### config.mk
export PLATFORM = sky130hd
export DESIGN_NAME = io_arbiter_flat
export DESIGN_NICKNAME = d
export VERILOG_FILES = /design/src/rtl/io_arb_pkg.sv /design/src/rtl/io_arbiter_if.sv /design/src/rtl/io_fifo.sv /design/src/rtl/io_arbiter.sv /design/src/flat_wrapper.sv
export SDC_FILE = /design/constraint.sdc
export NUM_CORES = 1
export LEC_CHECK = 0
export ABC_AREA = 1
export CAP_MARGIN = 20
export CORE_ASPECT_RATIO = 0.75
export CORE_MARGIN = 2
export CORE_UTILIZATION = 52
export CTS_CLUSTER_SIZE = 16
export DETAILED_ROUTE_END_ITERATION = 12
export PLACE_DENSITY_LB_ADDON = 0.15
export SLEW_MARGIN = 10
export SYNTH_ARGS = -nofsm -noshare
export SYNTH_HDL_FRONTEND = slang
export SYNTH_SLANG_ARGS = --single-unit
### constraint.sdc
create_clock -name clk -period 3.9 [get_ports clk]
set_input_delay 0.585 -clock clk [delete_from_list [all_inputs] [get_ports clk]]
set_output_delay 0.585 -clock clk [all_outputs]
set_load 0.05 [all_outputs]
### src/rtl/io_arb_pkg.sv
// Shared types and constants for the dual-core IO arbiter.
package io_arb_pkg;
    localparam int IO_WIDTH = 64;
    localparam int DEFAULT_DEPTH = 4;

    typedef enum logic {
        SRC_CORE0 = 1'b0,
        SRC_CORE1 = 1'b1
    } src_t;
endpackage

### src/rtl/io_arbiter_if.sv
// Requester strobes, output handshake and status for io_arbiter.
interface io_arbiter_if
    import io_arb_pkg::*;
#(
    parameter int WIDTH = IO_WIDTH,
    parameter int DEPTH = DEFAULT_DEPTH
) ();
    localparam int LW = $clog2(DEPTH) + 1;

    logic             req0_write;
    logic [WIDTH-1:0] req0_data;
    logic             req1_write;
    logic [WIDTH-1:0] req1_data;
    logic             out_valid;
    logic             out_ready;
    logic [WIDTH-1:0] out_data;
    src_t             out_src;
    logic [1:0]       ovf;
    logic             ovf_clr;
    logic [LW-1:0]    level0;
    logic [LW-1:0]    level1;

    modport master (
        output req0_write, req0_data, req1_write, req1_data,
        output out_ready, ovf_clr,
        input  out_valid, out_data, out_src, ovf, level0, level1
    );

    modport slave (
        input  req0_write, req0_data, req1_write, req1_data,
        input  out_ready, ovf_clr,
        output out_valid, out_data, out_src, ovf, level0, level1
    );
endinterface

### src/rtl/io_fifo.sv
// Per-requester FIFO; a pop in the same cycle frees room for a push.
module io_fifo #(
    parameter int WIDTH = 64,
    parameter int DEPTH = 4,
    localparam int AW = $clog2(DEPTH),
    localparam int LW = $clog2(DEPTH) + 1
) (
    input  logic             clk,
    input  logic             rst,
    input  logic             push,
    input  logic             pop,
    input  logic [WIDTH-1:0] wdata,
    output logic [WIDTH-1:0] rdata,
    output logic             full,
    output logic             empty,
    output logic [LW-1:0]    level
);
    logic [WIDTH-1:0] mem [DEPTH];
    logic [AW-1:0]    wr_ptr;
    logic [AW-1:0]    rd_ptr;
    logic             pop_ok;
    logic             push_ok;

    assign empty   = (level == '0);
    assign full    = (level == LW'(DEPTH));
    assign pop_ok  = pop && !empty;
    assign push_ok = push && (!full || pop_ok);
    assign rdata   = mem[rd_ptr];

    always_ff @(posedge clk) begin
        if (push_ok) mem[wr_ptr] <= wdata;
    end

    // Power-of-two depth: pointers wrap by natural overflow.
    always_ff @(posedge clk or posedge rst) begin
        if (rst) begin
            wr_ptr <= '0;
            rd_ptr <= '0;
            level  <= '0;
        end else begin
            if (push_ok) wr_ptr <= wr_ptr + AW'(1);
            if (pop_ok)  rd_ptr <= rd_ptr + AW'(1);
            level <= level + LW'(push_ok) - LW'(pop_ok);
        end
    end
endmodule

### src/rtl/io_arbiter.sv
// Two private FIFOs, round-robin grant and a registered output stage.
module io_arbiter
    import io_arb_pkg::*;
#(
    parameter int DEPTH = DEFAULT_DEPTH,
    parameter int WIDTH = IO_WIDTH
) (
    input logic clk,
    input logic rst,
    io_arbiter_if.slave bus
);
    logic [WIDTH-1:0] rdata0, rdata1;
    logic             full0, full1;
    logic             empty0, empty1;
    logic             pop0, pop1;
    logic             load;
    logic             drop0, drop1;
    src_t             grant;
    src_t             last_grant;
    logic             out_valid;
    logic [WIDTH-1:0] out_data;
    src_t             out_src;
    logic [1:0]       ovf;

    io_fifo #(.WIDTH(WIDTH), .DEPTH(DEPTH)) u_fifo0 (
        .clk   (clk),
        .rst   (rst),
        .push  (bus.req0_write),
        .pop   (pop0),
        .wdata (bus.req0_data),
        .rdata (rdata0),
        .full  (full0),
        .empty (empty0),
        .level (bus.level0)
    );

    io_fifo #(.WIDTH(WIDTH), .DEPTH(DEPTH)) u_fifo1 (
        .clk   (clk),
        .rst   (rst),
        .push  (bus.req1_write),
        .pop   (pop1),
        .wdata (bus.req1_data),
        .rdata (rdata1),
        .full  (full1),
        .empty (empty1),
        .level (bus.level1)
    );

    always_comb begin
        grant = SRC_CORE0;
        if (!empty0 && !empty1)
            grant = (last_grant == SRC_CORE0) ? SRC_CORE1 : SRC_CORE0;
        else if (!empty1)
            grant = SRC_CORE1;
    end

    assign load  = (!out_valid || bus.out_ready) && (!empty0 || !empty1);
    assign pop0  = load && (grant == SRC_CORE0);
    assign pop1  = load && (grant == SRC_CORE1);
    assign drop0 = bus.req0_write && full0 && !pop0;
    assign drop1 = bus.req1_write && full1 && !pop1;

    // last_grant resets to core 1 so core 0 wins the first contention.
    always_ff @(posedge clk or posedge rst) begin
        if (rst) begin
            out_valid  <= 1'b0;
            out_data   <= '0;
            out_src    <= SRC_CORE0;
            last_grant <= SRC_CORE1;
        end else if (load) begin
            out_valid  <= 1'b1;
            out_data   <= (grant == SRC_CORE1) ? rdata1 : rdata0;
            out_src    <= grant;
            last_grant <= grant;
        end else if (bus.out_ready) begin
            out_valid  <= 1'b0;
        end
    end

    always_ff @(posedge clk or posedge rst) begin
        if (rst) ovf <= 2'b00;
        else     ovf <= (ovf & {2{~bus.ovf_clr}}) | {drop1, drop0};
    end

    assign bus.out_valid = out_valid;
    assign bus.out_data  = out_data;
    assign bus.out_src   = out_src;
    assign bus.ovf       = ovf;
endmodule

### src/flat_wrapper.sv
// flat-port wrapper written by rule: the top's interface ports become plain ports
module io_arbiter_flat import io_arb_pkg::*;
#(
    parameter int DEPTH = DEFAULT_DEPTH,
    parameter int WIDTH = IO_WIDTH
)
  (clk, rst, bus_req0_write, bus_req0_data, bus_req1_write, bus_req1_data, bus_out_ready, bus_ovf_clr, bus_out_valid, bus_out_data, bus_out_src, bus_ovf, bus_level0, bus_level1);
  io_arbiter_if #(.WIDTH(WIDTH), .DEPTH(DEPTH)) bus_i ();
  input logic clk;
  input logic rst;
  input wire logic [$bits(bus_i.req0_write)-1:0] bus_req0_write;
  input wire logic [$bits(bus_i.req0_data)-1:0] bus_req0_data;
  input wire logic [$bits(bus_i.req1_write)-1:0] bus_req1_write;
  input wire logic [$bits(bus_i.req1_data)-1:0] bus_req1_data;
  input wire logic [$bits(bus_i.out_ready)-1:0] bus_out_ready;
  input wire logic [$bits(bus_i.ovf_clr)-1:0] bus_ovf_clr;
  output wire logic [$bits(bus_i.out_valid)-1:0] bus_out_valid;
  output wire logic [$bits(bus_i.out_data)-1:0] bus_out_data;
  output wire logic [$bits(bus_i.out_src)-1:0] bus_out_src;
  output wire logic [$bits(bus_i.ovf)-1:0] bus_ovf;
  output wire logic [$bits(bus_i.level0)-1:0] bus_level0;
  output wire logic [$bits(bus_i.level1)-1:0] bus_level1;
  assign bus_i.req0_write = bus_req0_write;
  assign bus_i.req0_data = bus_req0_data;
  assign bus_i.req1_write = bus_req1_write;
  assign bus_i.req1_data = bus_req1_data;
  assign bus_i.out_ready = bus_out_ready;
  assign bus_i.ovf_clr = bus_ovf_clr;
  assign bus_out_valid = bus_i.out_valid;
  assign bus_out_data = bus_i.out_data;
  assign bus_out_src = bus_i.out_src;
  assign bus_ovf = bus_i.ovf;
  assign bus_level0 = bus_i.level0;
  assign bus_level1 = bus_i.level1;
  io_arbiter #(.DEPTH(DEPTH), .WIDTH(WIDTH)) u_core (.clk(clk), .rst(rst), .bus(bus_i));
endmodule
==> results of run 1 <==
## area by class of cell
cell class              instances  area [um^2]
multi-input cells             971         4945
diodes                          4        10.01
clock inverters                19        163.9
well taps                     578        723.2
flip-flops and latches        595        17460
inverters                      32        123.9
repair buffers                238         2405
fillers                      3228        16080
clock buffers                  83         1604
## flip-flops by register name (all words and copies together), names as in the netlist
signal / count
u_core.last_grant: 1
u_core.u_fifo0.mem: 256
u_core.u_fifo1.level: 3
u_core.u_fifo0.wr_ptr: 2
u_core.bus.ovf: 2
u_core.u_fifo1.mem: 256
u_core.bus.out_src: 1
u_core.u_fifo1.wr_ptr: 2
u_core.bus.out_data: 64
u_core.u_fifo1.rd_ptr: 2
u_core.bus.out_valid: 1
u_core.u_fifo0.level: 3
u_core.u_fifo0.rd_ptr: 2
## metal layers
metal | wire length [um] | up-vias | GRT usage [%]
met1 | 25880 | 6996 | 38.18
met2 | 24350 | 486 | 35.14
met4 | 877 | 4 | 4.651
met3 | 3836 | 71 | 3.989
met5 | 23 | - | 0
li1 | - | 6559 | -
## per-stage QoR
step / util, % / setup slack, ns / instances
finish: 63.05 / 1.071 / 2520
global route: 63.02 / 0.8827 / 2516
CTS: 63.02 / 1.079 / 2516
detailed placement: 58.96 / 0.8122 / 2414
global placement: 58.96 / 0.8186 / 2414
floorplan: - / -0.6567 / 1702
## kinds of logic after synthesis
family	after synthesis	share of synthesized area (%)
DFF	595	75.77
adders and majority gates	14	0.8257
and+or+nand+nor	564	11.05
buffers and inverters	136	3.020
xor gates and xnor gates	6	0.2281
AOI/OAI and AO/OA	387	9.104
## power groups by stage
stage          Combinational (uW)  Clock, uW  Sequential (uW)
6_report                     8540       5240             9210
5_1_grt                      9270       5580             9330
4_1_cts                      8580       5320             9210
3_5_place_dp                 8560          0             9320
3_3_place_gp                 8430          0             9290
2_1_floorplan                4510          0            10500
## worst paths after layout
| kind | end |
|---|---|
| setup / recovery | u_core.bus.out_data[35] |
| hold / removal | u_core.bus.out_data[23] |
| setup reg to reg | u_core.bus.out_data[35] |
| hold reg to reg | u_core.last_grant |
| max in group asynchronous | u_core.bus.out_data[41] |
| min in group clk | u_core.last_grant |
## critical path, delay by kind of cell (launching register included)
family,cells,cell delay [ns]
AO/OA/AOI/OAI,2,0.39
buffers and inverters,2,1.34
flip-flops,1,0.74
AND/OR/NAND/NOR,2,0.21
## cells in the mapped netlist (all sizes together)
library cell  instances  area (um^2)
edfxtp              512        15370
o22ai               128        800.8
inv                  31        116.4
xor2                  5        43.79
nor2                269         1015
clkinv                1        3.750
fa                    2        40.04
nor3                  1        5.000
dfstp                 1        26.28
clkbuf               54        202.7
dfrtp                82         2052
buf                  50        372.9
ha                   12        150.1
nand2               221        942.2
o21ai               259         1296
xnor2                 1        8.760
nand3                73        583.1
==> reports/summary.md, run 1 <==
Die outline area: 46,010 um^2. At the end of routability-driven placement, the weighted congestion stood at 0.7757. In this run, the combinational gates consume 37.2% of the power. TritonCTS created 55 clock buffers. Setup repair after global routing left no endpoint under its margin. The period utilization was 72.54%.

The final worst clock skew was 0.01833 ns; the initial antenna violation count was 5. The slack of the worst reg-to-reg path came out at 1.07 ns. At the worst endpoint, the required time is 4.37 ns. The sequential cell area fraction in the yosys report is 75.77%. Clock period minus worst slack: 2.829 ns.

For the worst flop-to-flop path, the logic depth is 6. TritonCTS built the clock tree. The first global-routing pass estimated 82,200 um of wire.

The run gives 27 as the count of unique library cells instantiated by Yosys. The pre-antenna-repair detailed-routing pass consisted of 5 iterations. The tools report the number of setup buffers added after CTS as 0.

At the later pin of the worst-skew pair, clock insertion delay measures 0.58 ns. Cells with a size suffix above 1 make up 11.15% of the layout. The type of origin of the critical path is a flop. Power spread over the standard cell area amounts to 837.7 nW/um^2. Number of buffers between clock root and the deepest sink: 3.

The flip-flop and latch count after synthesis is 595. The critical path goes through clkinv_2 -> buf_4 -> o21ai_1 -> o22ai_1 -> nand2_2 -> nand3_2. The run finished with clean final reports. The average instance in the mapped netlist occupies 13.53 um^2.

Summed over all failing endpoints, the final setup total negative slack is 0 ns. In this run, flip-flops and latches consume 40.1% of the power. The total of buffers placed on input and output ports came out at 207. Clock-pin slew was measured on the worst setup and hold paths at 0.07 ns. Measured against its own limit, the worst slew margin works out to 22.43%.

Cell internal power was estimated by the tool at 14,070 uW. The tree built by TritonCTS fans out to 595 sinks. Row generation in the floorplan step produced 66 rows. The number of gates resized after CTS was 0. Using the TritonRoute via totals, the vias-per-cell ratio works out to 5.602. The most common cell after layout, fill and taps aside was edfxtp_1. The post-route antenna net violation count came out at 0. From bottom edge to top edge, the die measures 186.3 um.

The static leakage was 0.009626 uW; the horizontal extent of the die was 247.0 um. The largest single stage delay on the critical path is 0.81 ns. The level count of the clock H-tree came out at 2. For the switching power, the log shows 8911 uW. The worst-case IR drop observed on VDD is 0.4384 mV. The signal arrival time at the worst endpoint is 3.30 ns, and the achievable frequency is 0.3535 GHz. The final route contains 14.12k vias. After layout, the design draws a total of 22,980 uW. Synthesis produced a netlist whose cell count is 1,702. The logs give 0 for the total count of hold-check failures in the final report and 0 for the number of hold buffers added after cts. In the global route stage, overall resource usage came out at 23.99%. For this run, the number of Yosys warnings is 0.

The critical path in this run is classified as reg -> reg. The placed instances occupy a cell area of 25,660 um^2. After legalization and detailed placement, the total HPWL measured 33,240 um. In the layout the commonest cells are edfxtp_1, nor2_1, clkdlybuf4s50_1. The tools report the startpoint of the most critical register-to-register path as u_core.u_fifo0.rd_ptr[0]. The most critical setup path has its startpoint at u_core.u_fifo0.rd_ptr[0]. The tools report the starting density of the core as 52.93%.

For the core box area, the log shows 43,520 um^2. The overall routed net length was 54,960 um; the area of the mapped netlist was 23,030 um^2. Setup violations remaining at the end of the flow were counted as 0. The cell at the slowest stage of the critical path is clkinv_2. The min-delay analysis places its worst path in the category in -> async. Count of pins on the block boundary: 208.

The worst hold margin came out at 0.4397 ns. The switching power share of the total is 38.77%, and the area growth from synthesis to layout is 19.12%. The cell sitting at the root of the clock tree is a clkbuf_16.

Number of global-route vias before repair: 13.04k. The finished cells cover 27,440 um^2. Share of power burned in the clock network: 22.8%. The run gives 1,850 as the synthesized net count. The logs give 0 for the number of pins with negative max-slew slack in the final report and 0 for the number of remaining DRC errors. Final routed wire length divided by cell count: 21.81 um. The tools report the net total in the final layout as 2,041.

Number of maximum-capacitance violations: 0. The detailed router finished its first iteration with 1,357 violations. The leftover overflow at the end of global routing was 0. The biggest fanout along the worst timing path is 66. The pin slew with the least headroom to its limit came out at 1.164 ns. The largest net degree at the start of global routing was 95.

The worst setup path is captured at a flop.
Power figures use the tool's default switching activity.
==> run 2, diff against run 1 <==
==> constraint.sdc (replaced) <==
create_clock -name clk -period 2.5 [get_ports clk]
set_input_delay 0.375 -clock clk [delete_from_list [all_inputs] [get_ports clk]]
set_output_delay 0.375 -clock clk [all_outputs]
set_load 0.05 [all_outputs]
==> run 2 against run 1 <==
  * Register-to-register slack lost 0.85 ns
  * Sequential share of layout area shrank 1.6 points
  * Count of clock-buffer cells in the layout shrank 17
  * Critical path type unchanged
  * Critical endpoint is now u_core.u_fifo1.level[2]
  * Final cell count grew 1.2%
  * Highest routed layer unchanged
  * Flip-flop and latch count is the same
  * Combinational power grew 67%
==> reports/summary.md, run 2 (synthesis gave the netlist of run 1 again) <==
For the first-pass detailed-route iteration total, the log shows 5 (unchanged). For the clock buffer count from CTS, the log shows 55 (unchanged). The period utilization works out to 91.03% (+18 points). The pin slew with the least headroom to its limit was 0.7356 ns (-0.4279 ns).

Latest clock arrival within the worst-skew pair: 0.58 ns (about the same). The flow ran to the end, and the final reports show no timing, DRC or antenna violations. The achievable frequency is 0.4394 GHz (+24%). The most common cell after layout, fill and taps aside was edfxtp_1.

Final core utilization: 64.70% (+1.7 points). In this run the clock root is driven by a clkbuf_16. The endpoint required time on the critical path came out at 3.00 ns (-1.37 ns). STA classifies the critical path startpoint as a flop. The combined global-route utilization of all metal layers is 23.95% (-0.036 points). The number of global-route vias before repair is 13.44k (+3.1%). The layout cell share with drive strength beyond 1 came out at 13.53% (+2.4 points). The post-detailed-placement half-perimeter wirelength is 34,840 um (+4.8%). The horizontal extent of the die is 247.0 um (unchanged), and the overall routed net length is 54,450 um (-0.94%).

In this run the worst hold path is classified as in -> async. The post-placement cell count was 2,442 (+1.2%). In the final layout, the registers with the most flip-flops are u_core.u_fifo0.mem: 256 flops, u_core.u_fifo1.mem: 256 flops, u_core.bus.out_data: 64 flops. The number of hold buffers added after cts is 0 (unchanged), and the number of clock sinks seen by CTS is 595 (unchanged).

The tools report the initial antenna violation count as 6 (+1). The largest voltage drop on the vdd net is 0.7474 mV (+71%), and the worst hold margin is 0.1429 ns (-0.2967 ns). Final routed wire length divided by cell count: 21.34 um (-2.1%). The starting density of the core was 52.93% (unchanged); the static leakage was 0.009921 uW (+3.1%). The final worst clock skew is 0.01414 ns (-0.004187 ns), and the via density per instance is 5.524 (-1.4%).

Final-layout fill cell count: 3,128 (-3.1%). The run gives 0 (unchanged) as the total setup violations reported at the end of the flow. The net total in the final layout came out at 2,069 (+1.4%). Setup repair after global routing left no endpoint under its margin. The number of violations reported at the end of detailed-routing iteration 0 was 1,327 (-2.2%).

The run gives 0 (unchanged) as the leftover overflow at the end of global routing. The post-route antenna net violation count was 0 (unchanged). The logs give 3 (unchanged) for the number of buffers between clock root and the deepest sink and 0 (unchanged) for the number of setup buffers added after CTS.

For the area of the multi-input gates, the log shows 5007 um^2 (+1.3%). For the number of pins with negative max-slew slack in the final report, the log shows 0 (unchanged). The run gives 17,470 um^2 (about the same) as the storage element area.

The tools report the level count of the clock H-tree as 2 (unchanged). The count of cells resized by post-cts repair is 0 (unchanged), and the tightest slew margin relative to the limit is 50.96% (+29 points). The startpoint of the most critical register-to-register path is u_core.u_fifo0.level[1]. The run gives 37,200 uW (+62%) as the total power consumption of the routed design. The height of the die was 186.3 um (unchanged). The biggest fanout along the worst timing path is 5 (-92%). The run gives 0.8532 (+10%) as the global placer's final weighted congestion. The top cell types in the final layout, fill and taps aside, are edfxtp_1, nor2_1, clkdlybuf4s50_1. Total of buffers placed on input and output ports: 207 (unchanged). The post-placement worst setup slack is -0.09063 ns (-0.9028 ns), and the number of standard cells in the final layout excluding fillers is 2,551 (+1.2%). The setup slack after layout is 0.2241 ns (-0.8470 ns).

TritonCTS built the clock tree. The core box area was 43,520 um^2 (unchanged); the area growth from synthesis to layout was 22.25%. The die outline area is 46,010 um^2 (unchanged), and the number of maximum-capacitance violations is 0 (unchanged). The clock transition time at the flip-flop clock pins of the worst setup and hold paths works out to 0.06 ns (about the same). Count of pins on the block boundary: 208 (unchanged). Critical path start-end classification: reg -> reg. STA classifies the critical path endpoint as a flop.

For the total count of hold-check failures in the final report, the log shows 0 (unchanged). The number of remaining DRC errors was 0 (unchanged); the signal arrival time at the worst endpoint was 2.78 ns (-0.52 ns). The clock period minus worst slack works out to 2.276 ns (-0.5530 ns).

The wire length of the first global-routing pass was 81,940 um (-0.31%). The number of cell rows was 66 (unchanged); the power density of the placed cells was 1321 nW/um^2 (+58%). The largest net degree at the start of global routing came out at 129 (+36%). The origin of the worst setup path is u_core.u_fifo0.level[1].

Number of vias in the routed layout: 14.09k (-0.18%).
-- run 2: worst max-delay path: stages (launching register included) --
cell and delay [ns]:
dfrtp_2 0.45, nor2_1 0.12, nand2_1 0.07, nand2_2 0.09, nand3_4 0.09, nand2_4 0.11
nand2_8 0.04, ha_1 0.28, inv_1 0.04, ha_1 0.18, fa_1 0.40, xnor2_1 0.18
xor2_1 0.15
-- run 2: cell type report --
class                   count  area share, %
multi-input cells         971          17.78
well taps                 578          2.568
clock inverters            36          1.444
repair buffers            266          10.35
clock buffers              66          5.297
diodes                      7        0.06221
flip-flops and latches    595          62.04
inverters                  32         0.4488
-- run 2: final timing paths --
check / end / slack [ns] / cells past startpoint
min in group clk: u_core.bus.ovf[0] / 0.41 / 2
worst max register to register: u_core.u_fifo1.level[2] / 0.22 / 12
worst min register to register: u_core.bus.out_src / 0.47 / 2
worst min-delay path: u_core.bus.out_data[21] / 0.14 / 2
worst max-delay path: u_core.u_fifo1.level[2] / 0.22 / 12
max in group asynchronous: u_core.u_fifo0.rd_ptr[0] / 1.83 / 3
-- run 2: per-layer routing --
layer  track usage [%]  share of wire (%)  vias to the layer above
met3             5.108                8.2                       57
met4             6.723                2.0                        2
li1                  -                  -                     6624
met2             34.57                 44                      472
met5                 0              0.024                        -
met1             36.96                 46                     6936
-- run 2: where the power goes --
group	total (uW)	switching [uW]	internal, uW	leakage [uW]
clock	8660	3490	5170	0.000925
sequential	14200	871	13300	0.00569
combinational	14300	9910	4410	0.00331
total	37200	14300	22900	0.00992
-- run 2: per-stage QoR --
stage	area, um^2	setup TNS (ns)
2_1_floorplan	23170	-1.933
6_report	28160	0
5_1_grt	28150	0
4_1_cts	28140	0
3_5_place_dp	26240	-0.1805
3_3_place_gp	26240	-0.1206
